[config.mk]
export PLATFORM = sky130hd
export DESIGN_NAME = i2c_slave_byte_engine
export DESIGN_NICKNAME = d
export VERILOG_FILES = /design/src/rtl/i2c_slave_byte_engine.sv
export SDC_FILE = /design/constraint.sdc
export NUM_CORES = 1
export LEC_CHECK = 0
export CORE_UTILIZATION = 49
export CTS_CLUSTER_SIZE = 8
export DETAILED_ROUTE_END_ITERATION = 10
export PLACE_DENSITY = 0.73
export SETUP_SLACK_MARGIN = 0.4
export SYNTH_ARGS = -nofsm -noshare
export SYNTH_HDL_FRONTEND = slang
export SYNTH_SLANG_ARGS = --single-unit
[constraint.sdc]
create_clock -name clk -period 2.22 [get_ports clk]
set_input_delay 0.444 -clock clk [delete_from_list [all_inputs] [get_ports clk]]
set_output_delay 0.444 -clock clk [all_outputs]
set_load 0.01 [all_outputs]
[src/rtl/i2c_slave_byte_engine.sv]
// Bit-level I2C slave: START/STOP detection, address match, byte shift in/out and ACK generation.
// Optional SCL/SDA glitch filter enabled by defining I2C_GLITCH_FILTER_EN.
//
// state     | meaning
// IDLE      | bus free or reset, waiting for START
// ADDR      | shifting in the address byte
// ADDR_ACK  | driving ACK for a matched address
// RX_BYTE   | shifting in a write data byte
// RX_ACK    | driving ACK for a received data byte
// TX_BYTE   | shifting out a read data byte
// TX_ACK    | SDA released, sampling the master's ACK/NACK
// WAIT_STOP | not addressed or master NACKed; SDA never driven
module i2c_slave_byte_engine #(
  parameter logic [6:0] SLAVE_ADDR  = 7'h50,
  parameter int         SYNC_STAGES = 2,
  parameter int         FILTER_LEN  = 3
) (
  input  logic       clk,
  input  logic       rst_n,
  input  logic       scl_in,
  input  logic       sda_in,
  output logic       sda_oe,
  output logic [7:0] rx_data,
  output logic       rx_valid,
  input  logic [7:0] tx_data,
  output logic       tx_valid,
  output logic       sr_start,
  output logic       inframe,
  output logic       rw_bit,
  output logic       addr_match,
  output logic       edge_detect
);

  typedef enum logic [2:0] {
    IDLE, ADDR, ADDR_ACK, RX_BYTE, RX_ACK, TX_BYTE, TX_ACK, WAIT_STOP
  } state_t;

  logic [SYNC_STAGES-1:0] scl_sync_q, scl_sync_d, sda_sync_q, sda_sync_d;
  logic scl_s, sda_s, scl_f, sda_f;
  logic scl_prev_q, scl_prev_d, sda_prev_q, sda_prev_d;

  always_comb begin
    scl_sync_d = {scl_sync_q[SYNC_STAGES-2:0], scl_in};
    sda_sync_d = {sda_sync_q[SYNC_STAGES-2:0], sda_in};
  end

  // Idle bus level is high, so synchronisers reset to 1 to avoid a false START.
  always_ff @(posedge clk or negedge rst_n) begin
    if (!rst_n) begin
      scl_sync_q <= '1;
      sda_sync_q <= '1;
    end else begin
      scl_sync_q <= scl_sync_d;
      sda_sync_q <= sda_sync_d;
    end
  end

  assign scl_s = scl_sync_q[SYNC_STAGES-1];
  assign sda_s = sda_sync_q[SYNC_STAGES-1];

`ifdef I2C_GLITCH_FILTER_EN
  localparam int FCW = $clog2(FILTER_LEN + 1);
  logic [FCW-1:0] scl_cnt_q, scl_cnt_d, sda_cnt_q, sda_cnt_d;
  logic scl_filt_q, scl_filt_d, sda_filt_q, sda_filt_d;

  always_comb begin
    scl_filt_d = scl_filt_q;
    scl_cnt_d  = '0;
    if (scl_s != scl_filt_q) begin
      if (scl_cnt_q == FCW'(FILTER_LEN - 1)) scl_filt_d = scl_s;
      else scl_cnt_d = scl_cnt_q + 1'b1;
    end
    sda_filt_d = sda_filt_q;
    sda_cnt_d  = '0;
    if (sda_s != sda_filt_q) begin
      if (sda_cnt_q == FCW'(FILTER_LEN - 1)) sda_filt_d = sda_s;
      else sda_cnt_d = sda_cnt_q + 1'b1;
    end
  end

  always_ff @(posedge clk or negedge rst_n) begin
    if (!rst_n) begin
      scl_filt_q <= 1'b1;
      sda_filt_q <= 1'b1;
      scl_cnt_q  <= '0;
      sda_cnt_q  <= '0;
    end else begin
      scl_filt_q <= scl_filt_d;
      sda_filt_q <= sda_filt_d;
      scl_cnt_q  <= scl_cnt_d;
      sda_cnt_q  <= sda_cnt_d;
    end
  end

  assign scl_f = scl_filt_q;
  assign sda_f = sda_filt_q;
`else
  localparam int unused_filter_len = FILTER_LEN;
  assign scl_f = scl_s;
  assign sda_f = sda_s;
`endif

  always_comb begin
    scl_prev_d = scl_f;
    sda_prev_d = sda_f;
  end

  always_ff @(posedge clk or negedge rst_n) begin
    if (!rst_n) begin
      scl_prev_q <= 1'b1;
      sda_prev_q <= 1'b1;
    end else begin
      scl_prev_q <= scl_prev_d;
      sda_prev_q <= sda_prev_d;
    end
  end

  logic start_det, stop_det, scl_rise, scl_fall;
  assign start_det = scl_f & scl_prev_q & sda_prev_q & ~sda_f;
  assign stop_det  = scl_f & scl_prev_q & ~sda_prev_q & sda_f;
  assign scl_rise  = scl_f & ~scl_prev_q;
  assign scl_fall  = ~scl_f & scl_prev_q;

  state_t     state_q;
  logic [7:0] shift_q, rx_data_q;
  logic [2:0] bit_cnt_q;
  logic       ack_q, sda_oe_q, rx_valid_q, tx_valid_q, sr_start_q;
  logic       inframe_q, rw_bit_q, addr_match_q, edge_q;

  always_ff @(posedge clk or negedge rst_n) begin
    if (!rst_n) begin
      state_q      <= IDLE;
      shift_q      <= '0;
      rx_data_q    <= '0;
      bit_cnt_q    <= '0;
      ack_q        <= 1'b0;
      sda_oe_q     <= 1'b0;
      rx_valid_q   <= 1'b0;
      tx_valid_q   <= 1'b0;
      sr_start_q   <= 1'b0;
      inframe_q    <= 1'b0;
      rw_bit_q     <= 1'b0;
      addr_match_q <= 1'b0;
      edge_q       <= 1'b0;
    end else begin
      rx_valid_q <= 1'b0;
      tx_valid_q <= 1'b0;
      sr_start_q <= 1'b0;
      edge_q     <= scl_rise;
      if (stop_det) begin
        state_q      <= IDLE;
        inframe_q    <= 1'b0;
        addr_match_q <= 1'b0;
        sda_oe_q     <= 1'b0;
        bit_cnt_q    <= '0;
        ack_q        <= 1'b0;
      end else if (start_det) begin
        state_q      <= ADDR;
        inframe_q    <= 1'b1;
        sr_start_q   <= inframe_q;
        addr_match_q <= 1'b0;
        sda_oe_q     <= 1'b0;
        bit_cnt_q    <= '0;
        ack_q        <= 1'b0;
      end else begin
        case (state_q)
          ADDR: begin
            if (scl_rise) begin
              shift_q   <= {shift_q[6:0], sda_f};
              bit_cnt_q <= bit_cnt_q + 3'd1;
              if (bit_cnt_q == 3'd7) begin
                rw_bit_q <= sda_f;
                if (shift_q[6:0] == SLAVE_ADDR) begin
                  addr_match_q <= 1'b1;
                  ack_q        <= 1'b1;
                end else begin
                  state_q <= WAIT_STOP;
                end
              end
            end else if (scl_fall && ack_q) begin
              ack_q    <= 1'b0;
              sda_oe_q <= 1'b1;
              state_q  <= ADDR_ACK;
            end
          end
          ADDR_ACK: begin
            if (scl_fall) begin
              if (rw_bit_q) begin
                tx_valid_q <= 1'b1;
                state_q    <= TX_BYTE;
              end else begin
                sda_oe_q <= 1'b0;
                state_q  <= RX_BYTE;
              end
            end
          end
          RX_BYTE: begin
            if (scl_rise) begin
              shift_q   <= {shift_q[6:0], sda_f};
              bit_cnt_q <= bit_cnt_q + 3'd1;
              if (bit_cnt_q == 3'd7) begin
                rx_data_q  <= {shift_q[6:0], sda_f};
                rx_valid_q <= 1'b1;
                ack_q      <= 1'b1;
              end
            end else if (scl_fall && ack_q) begin
              ack_q    <= 1'b0;
              sda_oe_q <= 1'b1;
              state_q  <= RX_ACK;
            end
          end
          RX_ACK: begin
            if (scl_fall) begin
              sda_oe_q <= 1'b0;
              state_q  <= RX_BYTE;
            end
          end
          TX_BYTE: begin
            // tx_data is taken in the cycle tx_valid is high, so bit7 goes out one clk later
            if (tx_valid_q) begin
              shift_q   <= tx_data;
              sda_oe_q  <= ~tx_data[7];
              bit_cnt_q <= '0;
            end else if (scl_fall) begin
              if (bit_cnt_q == 3'd7) begin
                sda_oe_q  <= 1'b0;
                bit_cnt_q <= '0;
                state_q   <= TX_ACK;
              end else begin
                bit_cnt_q <= bit_cnt_q + 3'd1;
                sda_oe_q  <= ~shift_q[6];
                shift_q   <= {shift_q[6:0], 1'b0};
              end
            end
          end
          TX_ACK: begin
            if (scl_rise) begin
              if (!sda_f) ack_q <= 1'b1;
              else state_q <= WAIT_STOP;
            end else if (scl_fall && ack_q) begin
              ack_q      <= 1'b0;
              tx_valid_q <= 1'b1;
              state_q    <= TX_BYTE;
            end
          end
          default: ;
        endcase
      end
    end
  end

  assign sda_oe      = sda_oe_q;
  assign rx_data     = rx_data_q;
  assign rx_valid    = rx_valid_q;
  assign tx_valid    = tx_valid_q;
  assign sr_start    = sr_start_q;
  assign inframe     = inframe_q;
  assign rw_bit      = rw_bit_q;
  assign addr_match  = addr_match_q;
  assign edge_detect = edge_q;

endmodule

Yosys cells after proc, flatten, opt, wreduce, memory -nomap -nowiden

Cells that the tools add are included.

$add $sub $neg: 1
Eq/ne operators: 31
Multiplexer cells: 72
Bitwise gates (word level): 15
Reductions and logical operators: 20

Operators by type and width:

| operator                                               | number |
|---|---|
| two-way mux 3 bit                                      | 23 |
| inequality test 5 bit (second input constant)          | 9 |
| two-way mux 1 bit                                      | 39 |
| inequality test 4 bit (second input constant)          | 9 |
| two-way mux 7 bit                                      | 4 |
| case mux 3 bit (6 select lines)                        | 1 |
| AND reduction 5 bit                                    | 3 |
| case mux 7 bit (2 select lines)                        | 1 |
| AND reduction 13 bit                                   | 1 |
| equality test 3 bit (second input constant)            | 4 |
| nonzero test 3 bit                                     | 4 |
| inequality test 4 x 1 -> 1 bit (second input constant) | 2 |
| inverter 1 bit                                         | 8 |
| nonzero test 8 bit                                     | 1 |
| bitwise AND 1 bit                                      | 7 |
| equality test 7 bit (second input constant)            | 1 |
| AND reduction 7 bit                                    | 1 |
| equality test 3 x 2 -> 1 bit (second input constant)   | 2 |
| inequality test 3 bit (second input constant)          | 2 |
| case mux 3 bit (2 select lines)                        | 1 |
| AND reduction 6 bit                                    | 1 |
| nonzero test 6 bit                                     | 1 |
| nonzero test 5 bit                                     | 1 |
| case mux 1 bit (4 select lines)                        | 1 |
| 11 further kinds                                       | 12 |

Bits in registers: 36
Input bits: 12
Output and inout bits: 16
Logic and storage cells: 156

Depth between registers and ports, before layout

Gate-level depths: netlist (run 1).

Word-level depth: 8
Mapped depth: 8
Depth with buffers taken out: 7

Worst setup path before layout (run 1)

OpenSTA, ideal clock, no wires.

Path kind: reg-to-reg
Start: register bit_cnt_q[0]
End: register state_q[0]
Library setup time: 0.128 ns
Data arrival time: 1.692 ns
Data required time: 2.092 ns
Path slack: 0.400 ns
Stages on the path, launching flop included: 8
Buffers on the path: 0
Period minus slack after synthesis: 1.820 ns
Cell sequence: dfrtp_1 ha_1 ha_1 and4bb_2 o32ai_1 nor3_1 o21bai_1 mux2_1

Word-level cells in the longest chain between the ends: 3
Elaborated cells between the ends (all ways): 4
Those cells by class: eq/ne: 3; reduce/logical: 1

Ends and longest elaborated chain:

| element                                                                                | RTL line | text |
|---|---|---|
| start, declared                                                                        | 126      | `logic [2:0] bit_cnt_q;` |
| start signal, assigned                                                                 | 170      | `bit_cnt_q <= bit_cnt_q + 3'd1;` |
| start signal, assigned                                                                 | 200      | `bit_cnt_q <= bit_cnt_q + 3'd1;` |
| start signal, assigned                                                                 | 230      | `bit_cnt_q <= bit_cnt_q + 3'd1;` |
| equality test 3 bit *                                                                  | 171, 225 |  |
| inequality test 5 bit (no source line) / inequality test 4 bit (equally long branches) | --       |  |
| AND reduction 13 bit (no source line) *                                                | --       |  |
| end signal, assigned                                                                   | 177      | `state_q <= WAIT_STOP;` |
| end signal, assigned                                                                   | 183      | `state_q <= ADDR_ACK;` |
| end signal, assigned                                                                   | 228      | `state_q <= TX_ACK;` |
| end, declared                                                                          | 124      | `state_t state_q;` |

Every way passes the cells marked *; elsewhere a longest branch is shown, timed or not.
A chain may end at the register's enable or synchronous reset.

Final worst setup path (run 1)

Start: register scl_sync_q[1]
End: register state_q[0]

Word-level cells in the longest chain between the ends: 5
Elaborated cells between the ends (all ways): 28
Those cells by class: eq/ne: 12; mux: 5; bitwise: 8; reduce/logical: 3

Ends and longest elaborated chain:

| element                                                                           | RTL line | text |
|---|---|---|
| start, declared                                                                   | 38       | `logic [SYNC_STAGES-1:0] scl_sync_q, scl_sync_d, sda_sync_q, sda_sync_d;` |
| start signal, assigned                                                            | 53       | `scl_sync_q <= scl_sync_d;` |
| bitwise AND 1 bit (tied with other cells)                                         | 119, 120 |  |
| bitwise AND 1 bit (tied with other cells) (2 in a row)                            | 119      | `assign start_det = scl_f & scl_prev_q & sda_prev_q & ~sda_f;` |
| inequality test 5 bit (no source line) (tied with other cells)                    | --       |  |
| AND reduction 13 bit (no source line) / two-way mux 3 bit (equally long branches) | --       |  |
| end signal, assigned                                                              | 132      | `state_q <= IDLE;` |
| end signal, assigned                                                              | 151      | `state_q <= IDLE;` |
| end signal, assigned                                                              | 158      | `state_q <= ADDR;` |

Several ways; a longest one is shown, not always the timed one.

==> results of run 1 <==
==> flip-flops by register name, indices dropped and copies added, names as in the netlist <==
signal	count
sda_prev_q	1
shift_q	7
state_q	3
rw_bit	1
bit_cnt_q	3
tx_valid	1
edge_detect	1
sda_oe	1
inframe	1
ack_q	1
scl_sync_q	2
sda_sync_q	2
rx_data	8
addr_match	1
scl_prev_q	1
rx_valid	1
sr_start	1
==> stage by stage <==
| step | power [uW] | std cells |
|---|---|---|
| floorplan | 1600 | 205 |
| global placement | 1760 | 278 |
| detailed placement | 1780 | 278 |
| CTS | 2450 | 292 |
| global route | 2900 | 304 |
| finish | 2730 | 304 |
==> final timing paths <==
path	start	end	slack [ns]	cells after the start
max	scl_sync_q[1]$_DFF_PN1_	state_q[0]$_DFFE_PN0P_	0.29	6
min	sda_sync_q[0]$_DFF_PN1_	sda_sync_q[1]$_DFF_PN1_	0.36	0
max reg2reg	scl_sync_q[1]$_DFF_PN1_	state_q[0]$_DFFE_PN0P_	0.29	6
min reg2reg	sda_sync_q[0]$_DFF_PN1_	sda_sync_q[1]$_DFF_PN1_	0.36	0
max in group asynchronous	rst_n	scl_sync_q[0]$_DFF_PN1_	1.31	2
min in group asynchronous	rst_n	edge_detect$_DFF_PN0_	0.57	2
==> layout make-up <==
type / count / area (um2)
clock buffer: 6 / 72.6
inverter: 9 / 36.3
multi-input combinational: 149 / 1010
fill: 307 / 1100
tap: 48 / 60.1
clock inverter: 2 / 35.0
timing repair buffer: 54 / 490
sequential: 36 / 913
==> cell usage in the layout (no fill, tap or decap), types with 2 or more instances in the layout <==
cell type / n
nand2b_1: 2
o21ai_0: 6
a31oi_2: 2
and3_1: 2
nand2_1: 46
mux2i_1: 2
dfstp_2: 6
nor2b_4: 2
o22ai_1: 2
nor2b_1: 3
buf_4: 23
nor3_1: 3
buf_6: 2
dfrtp_2: 4
a21oi_2: 2
a31oi_1: 6
a221oi_1: 2
a21oi_1: 11
inv_1: 7
a32o_1: 2
nand3b_1: 2
dfrtp_1: 26
mux2_2: 2
clkdlybuf4s50_1: 27
nor2_1: 18
clkbuf_8: 5
nand3_1: 3
==> critical path, stage by stage, from the launching register on <==
cell and delay, ns:
dfstp_2 0.59, nor2b_4 0.22, buf_4 0.14, nand2_1 0.13, o32ai_4 0.20, o21bai_4 0.19, mux2_2 0.35
==> routing by layer <==
layer / up-vias / GRT usage, % / routed length, um
met1: 825 / 30.3 / 1890
met5: - / 0 / 0
met3: 20 / 4.40 / 223
met4: 0 / 8.33 / 153
met2: 65 / 37.4 / 2300
li1: 815 / - / -
==> repair_timing <==
item / 4_1_cts / 5_1_grt
gates cloned: 0 / 1
setup buffers: 6 / 11
setup endpoints to repair: 14 / 15
endpoints found under the hold margin: 0 / 0
pin swaps: 2 / 5
resized for setup: 11 / 19
==> cells by family after synthesis <==
kind of cell / share of synthesized area, %
fa+ha+maj: 1.30
buf+inv: 6.61
simple gates: 23.0
flops: 47.1
compound gates: 18.9
mux: 2.20
xor+xnor: 0.908
==> power by group <==
| group | switching, uW | internal [uW] | total [uW] |
|---|---|---|---|
| Clock | 234 | 333 | 568 |
| Sequential | 191 | 794 | 985 |
| Combinational | 572 | 603 | 1170 |
==> reports/results.ini, run 1 <==
[sta]
clock-skew-final_ns=0.00844
fin_ws_ns=0.291
setup_tns_ns=0
post-route-min-period_ns=1.93
final-max-slew-violation-count=0
post-route-period-util_pct=86.9
fin_hold_ws_ns=0.359
finalSetupViolations=0
fmax_mhz=519
rsz0062_at_grt=true
tightest_slew_ns=0.440
hold_viol_final=0
maxSlewHeadroom_pct=70.7

[synthesis]
synth_common_cells=46 x nand2_1, 30 x dfrtp_1, 19 x nor2_1, 12 x a21oi_1, 8 x inv_1
yosysMostFrequentCell=nand2_1
synth_cell_type_count=53
ys_async_sr_fraction_pct=100
synthDominantCellAreaShare_pct=38.9
synthCells=205
synth_edf_count=0
synthesis.nets=219
ys_seq_area_share_pct=47.1
ys.flop_type=dfrtp_1
synth_top_area_cell=dfrtp_1
synth_area_mm2=0.00193
ys_ff_latch=36
synth.area.top_cells=dfrtp_1 39%, nand2_1 8.9%, dfstp_2 8.2%
synth_warnings=0
syn_avg_cell_area_um2=9.41

[route]
wl_mm=4.57
avgRoutedWirePerCell_um=15.0
drt_iter0_drc=80
vias=1725
drcViolationCount=0
dr.pass1.iters=4
via_per_inst=5.67
postRouteAntennaNets=0

[die]
io_pins=28
core_area_mm2=0.00372
die_area_mm2=0.00419
die-width_um=64.8
initial_core_util_pct=51.9
fp-row-count=22
die_h_um=64.8

[placed_design]
placed_cell_area_mm2=0.00223
dpl.hpwl_mm=2.86
post-place-ws_ns=0.222
io_buffers=27
gp_congestion=0.871

[run_status]
status=completed

[global_routing]
grt_usage_pct=23.0
grt_pass1_vias=1528
grt_first_pass_wirelength_mm=7.34
grt_max_degree=37
grt_overflow=0
antenna_found_initial=0

[job]
max-cap-violations=0

[power_and_ir_drop]
p_leak_uw=0.00113
p_per_area_mw_per_mm2=1040
peakVddDrop_uv=452

[final_layout]
fin_nets=269
areaGrowthSynthToFinish_pct=35.6
design_area_mm2=0.00262
diodes=0
drive_gt1_share_pct=27.7
final_util_pct=70.4

[setup_path]
path_max_fanout=7
cp.required_ns=2.39
cp-end-kind=register
cp-start-kind=register
critPathKind=register to register
cp.arrival_ns=2.10

[clock_tree]
numCtsBuffers=5
cts_tree=done
clk_latency_ns=0.29
clkSinkCount=36
clock_path_buffers=2
clk_pin_slew_ns=0.08
h-tree-depth=2
cts-root-buf=clkbuf_8
cts_hold_buffers=0

[hold_path]
hp-class=register to register

(Power assumes the default switching activity.)
==> run 2, diff against run 1 <==
--- a/config.mk
+++ b/config.mk
@@ -9,6 +9,7 @@
 export CTS_CLUSTER_SIZE = 8
 export DETAILED_ROUTE_END_ITERATION = 10
 export PLACE_DENSITY = 0.73
+export RECOVER_POWER = 50
 export SETUP_SLACK_MARGIN = 0.4
 export SYNTH_ARGS = -nofsm -noshare
 export SYNTH_HDL_FRONTEND = slang
==> reports/results.ini, run 2 (same netlist as run 1, synthesis figures left out) <==
[global_routing]
grt_usage_pct=23.0
grt_overflow=0
grt_first_pass_wirelength_mm=7.34
grt_max_degree=37
grt_pass1_vias=1528
antenna_found_initial=0

[placed_design]
io_buffers=27
gp_congestion=0.871
dp_cells=278
dpl.hpwl_mm=2.86
placed_cell_area_mm2=0.00223

[hold_path]
hold_depth=0
holdPathEnd=sda_sync_q[1]$_DFF_PN1_
hp-class=register to register
worstHoldStart=sda_sync_q[0]$_DFF_PN1_

[power_and_ir_drop]
clkPwrFrac_pct=20.8
pwr-share-seq_pct=36.1
power.internal_uw=1730
p_leak_uw=0.00113
p_sw_share_pct=36.6
power_frac_comb_pct=43.0
peakVddDrop_uv=452
switchingPower_uw=997
total_power_uw=2720
p_per_area_mw_per_mm2=1040

[clock_tree]
cts_hold_buffers=0
clock_path_buffers=2
clk_pin_slew_ns=0.08
clkSinkCount=36
numCtsBuffers=5
cts-root-buf=clkbuf_8
clk_latency_ns=0.29
h-tree-depth=2
cts_tree=done

[sta]
hold_viol_final=0
clock-skew-final_ns=0.00844
maxSlewHeadroom_pct=42.4
setup_tns_ns=0
rsz0062_at_grt=true
tightest_slew_ns=0.864
post-route-min-period_ns=2.00
finalSetupViolations=0
fmax_mhz=500
final-max-slew-violation-count=0
post-route-period-util_pct=90.0

[route]
dr.pass1.iters=4
postRouteAntennaNets=0
wl_mm=4.57
via_per_inst=5.67
vias=1725
drt_iter0_drc=85
avgRoutedWirePerCell_um=15.0
drcViolationCount=0

[setup_path]
timing.rr.start=scl_sync_q[1]$_DFF_PN1_
worstRegToRegCells=6
critPathKind=register to register
cp-start-kind=register
rrSetupSlack_ns=0.22
r2r_end=state_q[0]$_DFFE_PN0P_
crit_buf_inv=1
slowest_stage=dfstp_1
cpPeakStageDelay_ns=0.64
cp.arrival_ns=2.17
cp-end-kind=register
cp.required_ns=2.39
path_max_fanout=7
crit_chain=nor2b_4 > buf_4 > nand2_1 > o32ai_4 > o21bai_4 > mux2_2
crit_family=flip-flops

[job]
max-cap-violations=0

[final_layout]
fin_nets=269
multi_input_area_mm2=0.00101
fillers=307
areaGrowthSynthToFinish_pct=35.5
final_cells=304
layout_commonest_cell=nand2_1
largest_reg_flops=8
drive_gt1_share_pct=27.0
design_area_mm2=0.00261
diodes=0
most-common-layout-cells=46 x nand2_1, 26 x dfrtp_1, 24 x clkdlybuf4s50_1
final_util_pct=70.3
seqCellArea_um2=913

[die]
die_h_um=64.8
die_area_mm2=0.00419
die-width_um=64.8
fp-row-count=22
core_area_mm2=0.00372
io_pins=28
initial_core_util_pct=51.9

[run_status]
status=completed

run 2: changes by cell type in the layout (fill, tap and decap cells not counted), sizes merged:
cell           change
buf                -1
clkbuf             +1
clkdlybuf4s50      -3
dlygate4sd3        +3
run 2: cell type report:
cell class / count / area share (%)
inverters: 9 / 1.39
flip-flops and latches: 36 / 34.9
multi-input cells: 149 / 38.6
clock inverters: 2 / 1.34
repair buffers: 54 / 18.7
clock buffers: 6 / 2.78
well taps: 48 / 2.30
run 2: stage by stage:
step	setup WS [ns]	hold slack, ns
finish	0.222	0.365
global route	0.171	0.372
CTS	0.365	0.360
detailed placement	0.222	0.347
global placement	0.263	0.345
floorplan	0.400	0.148
run 2: metal layers:
| metal | share of wire (%) | global-route usage, % | vias up | wire length (um) |
|---|---|---|---|---|
| met5 | 0 | 0 | - | 0 |
| met4 | 3.4 | 8.33 | 0 | 153 |
| met3 | 5.0 | 4.40 | 20 | 227 |
| met1 | 41 | 30.3 | 825 | 1890 |
| met2 | 50 | 37.4 | 65 | 2290 |
| li1 | - | - | 815 | - |
run 2: worst max path at each step:
stage | start | to | slack [ns] | cells past startpoint
final | scl_sync_q[1]$_DFF_PN1_ | state_q[0]$_DFFE_PN0P_ | 0.22 | 6
after global routing | scl_sync_q[1]$_DFF_PN1_ | state_q[0]$_DFFE_PN0P_ | 0.17 | 6
after CTS | scl_sync_q[1]$_DFF_PN1_ | state_q[0]$_DFFE_PN0P_ | 0.36 | 5
after detailed placement | scl_sync_q[1]$_DFF_PN1_ | shift_q[4]$_DFFE_PN0P_ | 0.22 | 7
after global placement | scl_sync_q[1]$_DFF_PN1_ | shift_q[6]$_DFFE_PN0P_ | 0.26 | 7
after floorplan | bit_cnt_q[0]$_DFFE_PN0P_ | state_q[0]$_DFFE_PN0P_ | 0.40 | 7
run 2: worst reg2reg max path, cell delays in order, from the launching register on:
cell	delay, ns
dfstp_1	0.64
nor2b_4	0.25
buf_4	0.14
nand2_1	0.13
o32ai_4	0.20
o21bai_4	0.19
mux2_2	0.35
run 2: power by group through the flow:
stage                     clock, uW  combinational, uW  sequential (uW)
after detailed placement          0                784              998
after global routing            603               1290             1000
after floorplan                   0                720              882
after CTS                       569                902              983
final                           567               1170              985
after global placement            0                768              993
run 2: timing repair:
| action | CTS | global route |
|---|---|---|
| pin swaps | 2 | 5 |
| setup buffers | 6 | 11 |
| resized for setup | 11 | 19 |
| setup endpoints to repair | 14 | 15 |
| gates cloned | 0 | 1 |
==> run 3, diff against run 2 <==
--- a/config.mk
+++ b/config.mk
@@ -5,6 +5,7 @@
 export SDC_FILE = /design/constraint.sdc
 export NUM_CORES = 1
 export LEC_CHECK = 0
+export CORE_ASPECT_RATIO = 0.8
 export CORE_UTILIZATION = 49
 export CTS_CLUSTER_SIZE = 8
 export DETAILED_ROUTE_END_ITERATION = 10
==> reports/results.ini, run 3 (same netlist as run 1, synthesis figures left out) <==
[final_layout]
largest_reg_flops=8
drive_gt1_share_pct=26.8
areaGrowthSynthToFinish_pct=33.7
final_util_pct=68.2
most-common-layout-cells=46 x nand2_1, 26 x dfrtp_1, 24 x clkdlybuf4s50_1
diodes=0
fin_nets=267
layout_commonest_cell=nand2_1

[die]
fp-row-count=20
die_area_mm2=0.00419
core_area_mm2=0.00378
initial_core_util_pct=51.1
die_h_um=58.1
die-width_um=72.2
io_pins=28

[sta]
tightest_slew_ns=0.849
rsz0062_at_grt=true
final-max-slew-violation-count=0
maxSlewHeadroom_pct=43.4
hold_viol_final=0
setup_tns_ns=0
post-route-min-period_ns=1.94
finalSetupViolations=0
clock-skew-final_ns=0.00716
fmax_mhz=515
post-route-period-util_pct=87.5

[setup_path]
critPathKind=register to register
cp.arrival_ns=2.12
cp.required_ns=2.40
path_max_fanout=7
cp-start-kind=register
cp-end-kind=register

[power_and_ir_drop]
p_per_area_mw_per_mm2=1010
peakVddDrop_uv=499
p_leak_uw=0.00112

[global_routing]
grt_overflow=0
grt_max_degree=37
grt_first_pass_wirelength_mm=7.23
grt_pass1_vias=1528
grt_usage_pct=23.0
antenna_found_initial=0

[hold_path]
hp-class=register to register

[clock_tree]
cts_tree=done
clk_pin_slew_ns=0.07
clk_latency_ns=0.30
clock_path_buffers=2
clkSinkCount=36
cts-root-buf=clkbuf_8
numCtsBuffers=5
h-tree-depth=2

[route]
avgRoutedWirePerCell_um=14.7
dr.pass1.iters=4
drt_iter0_drc=165
drcViolationCount=0
via_per_inst=5.41
wl_mm=4.55
vias=1671
postRouteAntennaNets=0

[placed_design]
dpl.hpwl_mm=2.92
gp_congestion=0.895
io_buffers=27

[job]
max-cap-violations=0

[run_status]
status=completed

-- run 3: metrics by stage --
step	hold slack (ns)	power, uW	instance area, um2	setup WS, ns	std cells
2_1_floorplan	0.148	1600	1930	0.400	205
5_1_grt	0.370	2740	2580	0.200	309
6_report	0.364	2600	2580	0.278	309
3_5_place_dp	0.350	1790	2230	0.235	284
4_1_cts	0.361	2480	2490	0.361	301
3_3_place_gp	0.346	1770	2230	0.310	284
-- run 3: path summary, 6_finish.rpt --
kind / startpoint / end / slack (ns) / cells after the start
min in group asynchronous: rst_n / sr_start$_DFF_PN0_ / 0.78 / 2
max reg2reg: scl_sync_q[1]$_DFF_PN1_ / state_q[0]$_DFFE_PN0P_ / 0.28 / 6
max: scl_sync_q[1]$_DFF_PN1_ / state_q[0]$_DFFE_PN0P_ / 0.28 / 6
max in group asynchronous: rst_n / state_q[1]$_DFFE_PN0P_ / 0.86 / 2
min reg2reg: scl_sync_q[0]$_DFF_PN1_ / scl_sync_q[1]$_DFF_PN1_ / 0.36 / 0
min: scl_sync_q[0]$_DFF_PN1_ / scl_sync_q[1]$_DFF_PN1_ / 0.36 / 0
-- run 3: routing by layer --
metal  track usage [%]  wire length, um  vias up
li1                  -                -      806
met5                 0                0        -
met1              31.1             2130      801
met4              12.0              101        0
met2              35.2             2110       54
met3              4.35              209       10
-- run 3: final cells by class --
class / instances / area, um2
clock inverter: 2 / 35.0
sequential: 36 / 913
clock buffer: 6 / 72.6
fill: 296 / 1200
multi-input combinational: 149 / 995
inverter: 9 / 33.8
timing repair buffer: 52 / 460
tap: 55 / 68.8
-- run 3: critical path: stages (launching register included) --
cell	delay (ns)
dfstp_1	0.64
buf_4	0.17
and2b_4	0.20
a31oi_2	0.19
nor3_2	0.07
o21bai_1	0.21
mux2_1	0.34
-- run 3: report_power, final --
group / switching (uW) / internal [uW]
sequential: 221 / 793
combinational: 495 / 521
clock: 235 / 333
total: 950 / 1650
-- run 3: timing repair --
| item | CTS | global route |
|---|---|---|
| cloned | 1 | 0 |
| resized for setup | 18 | 9 |
| hold buffers | 0 | 0 |
| setup endpoints to repair | 14 | 16 |
| pin swaps | 4 | 5 |
| buffers inserted | 8 | 8 |
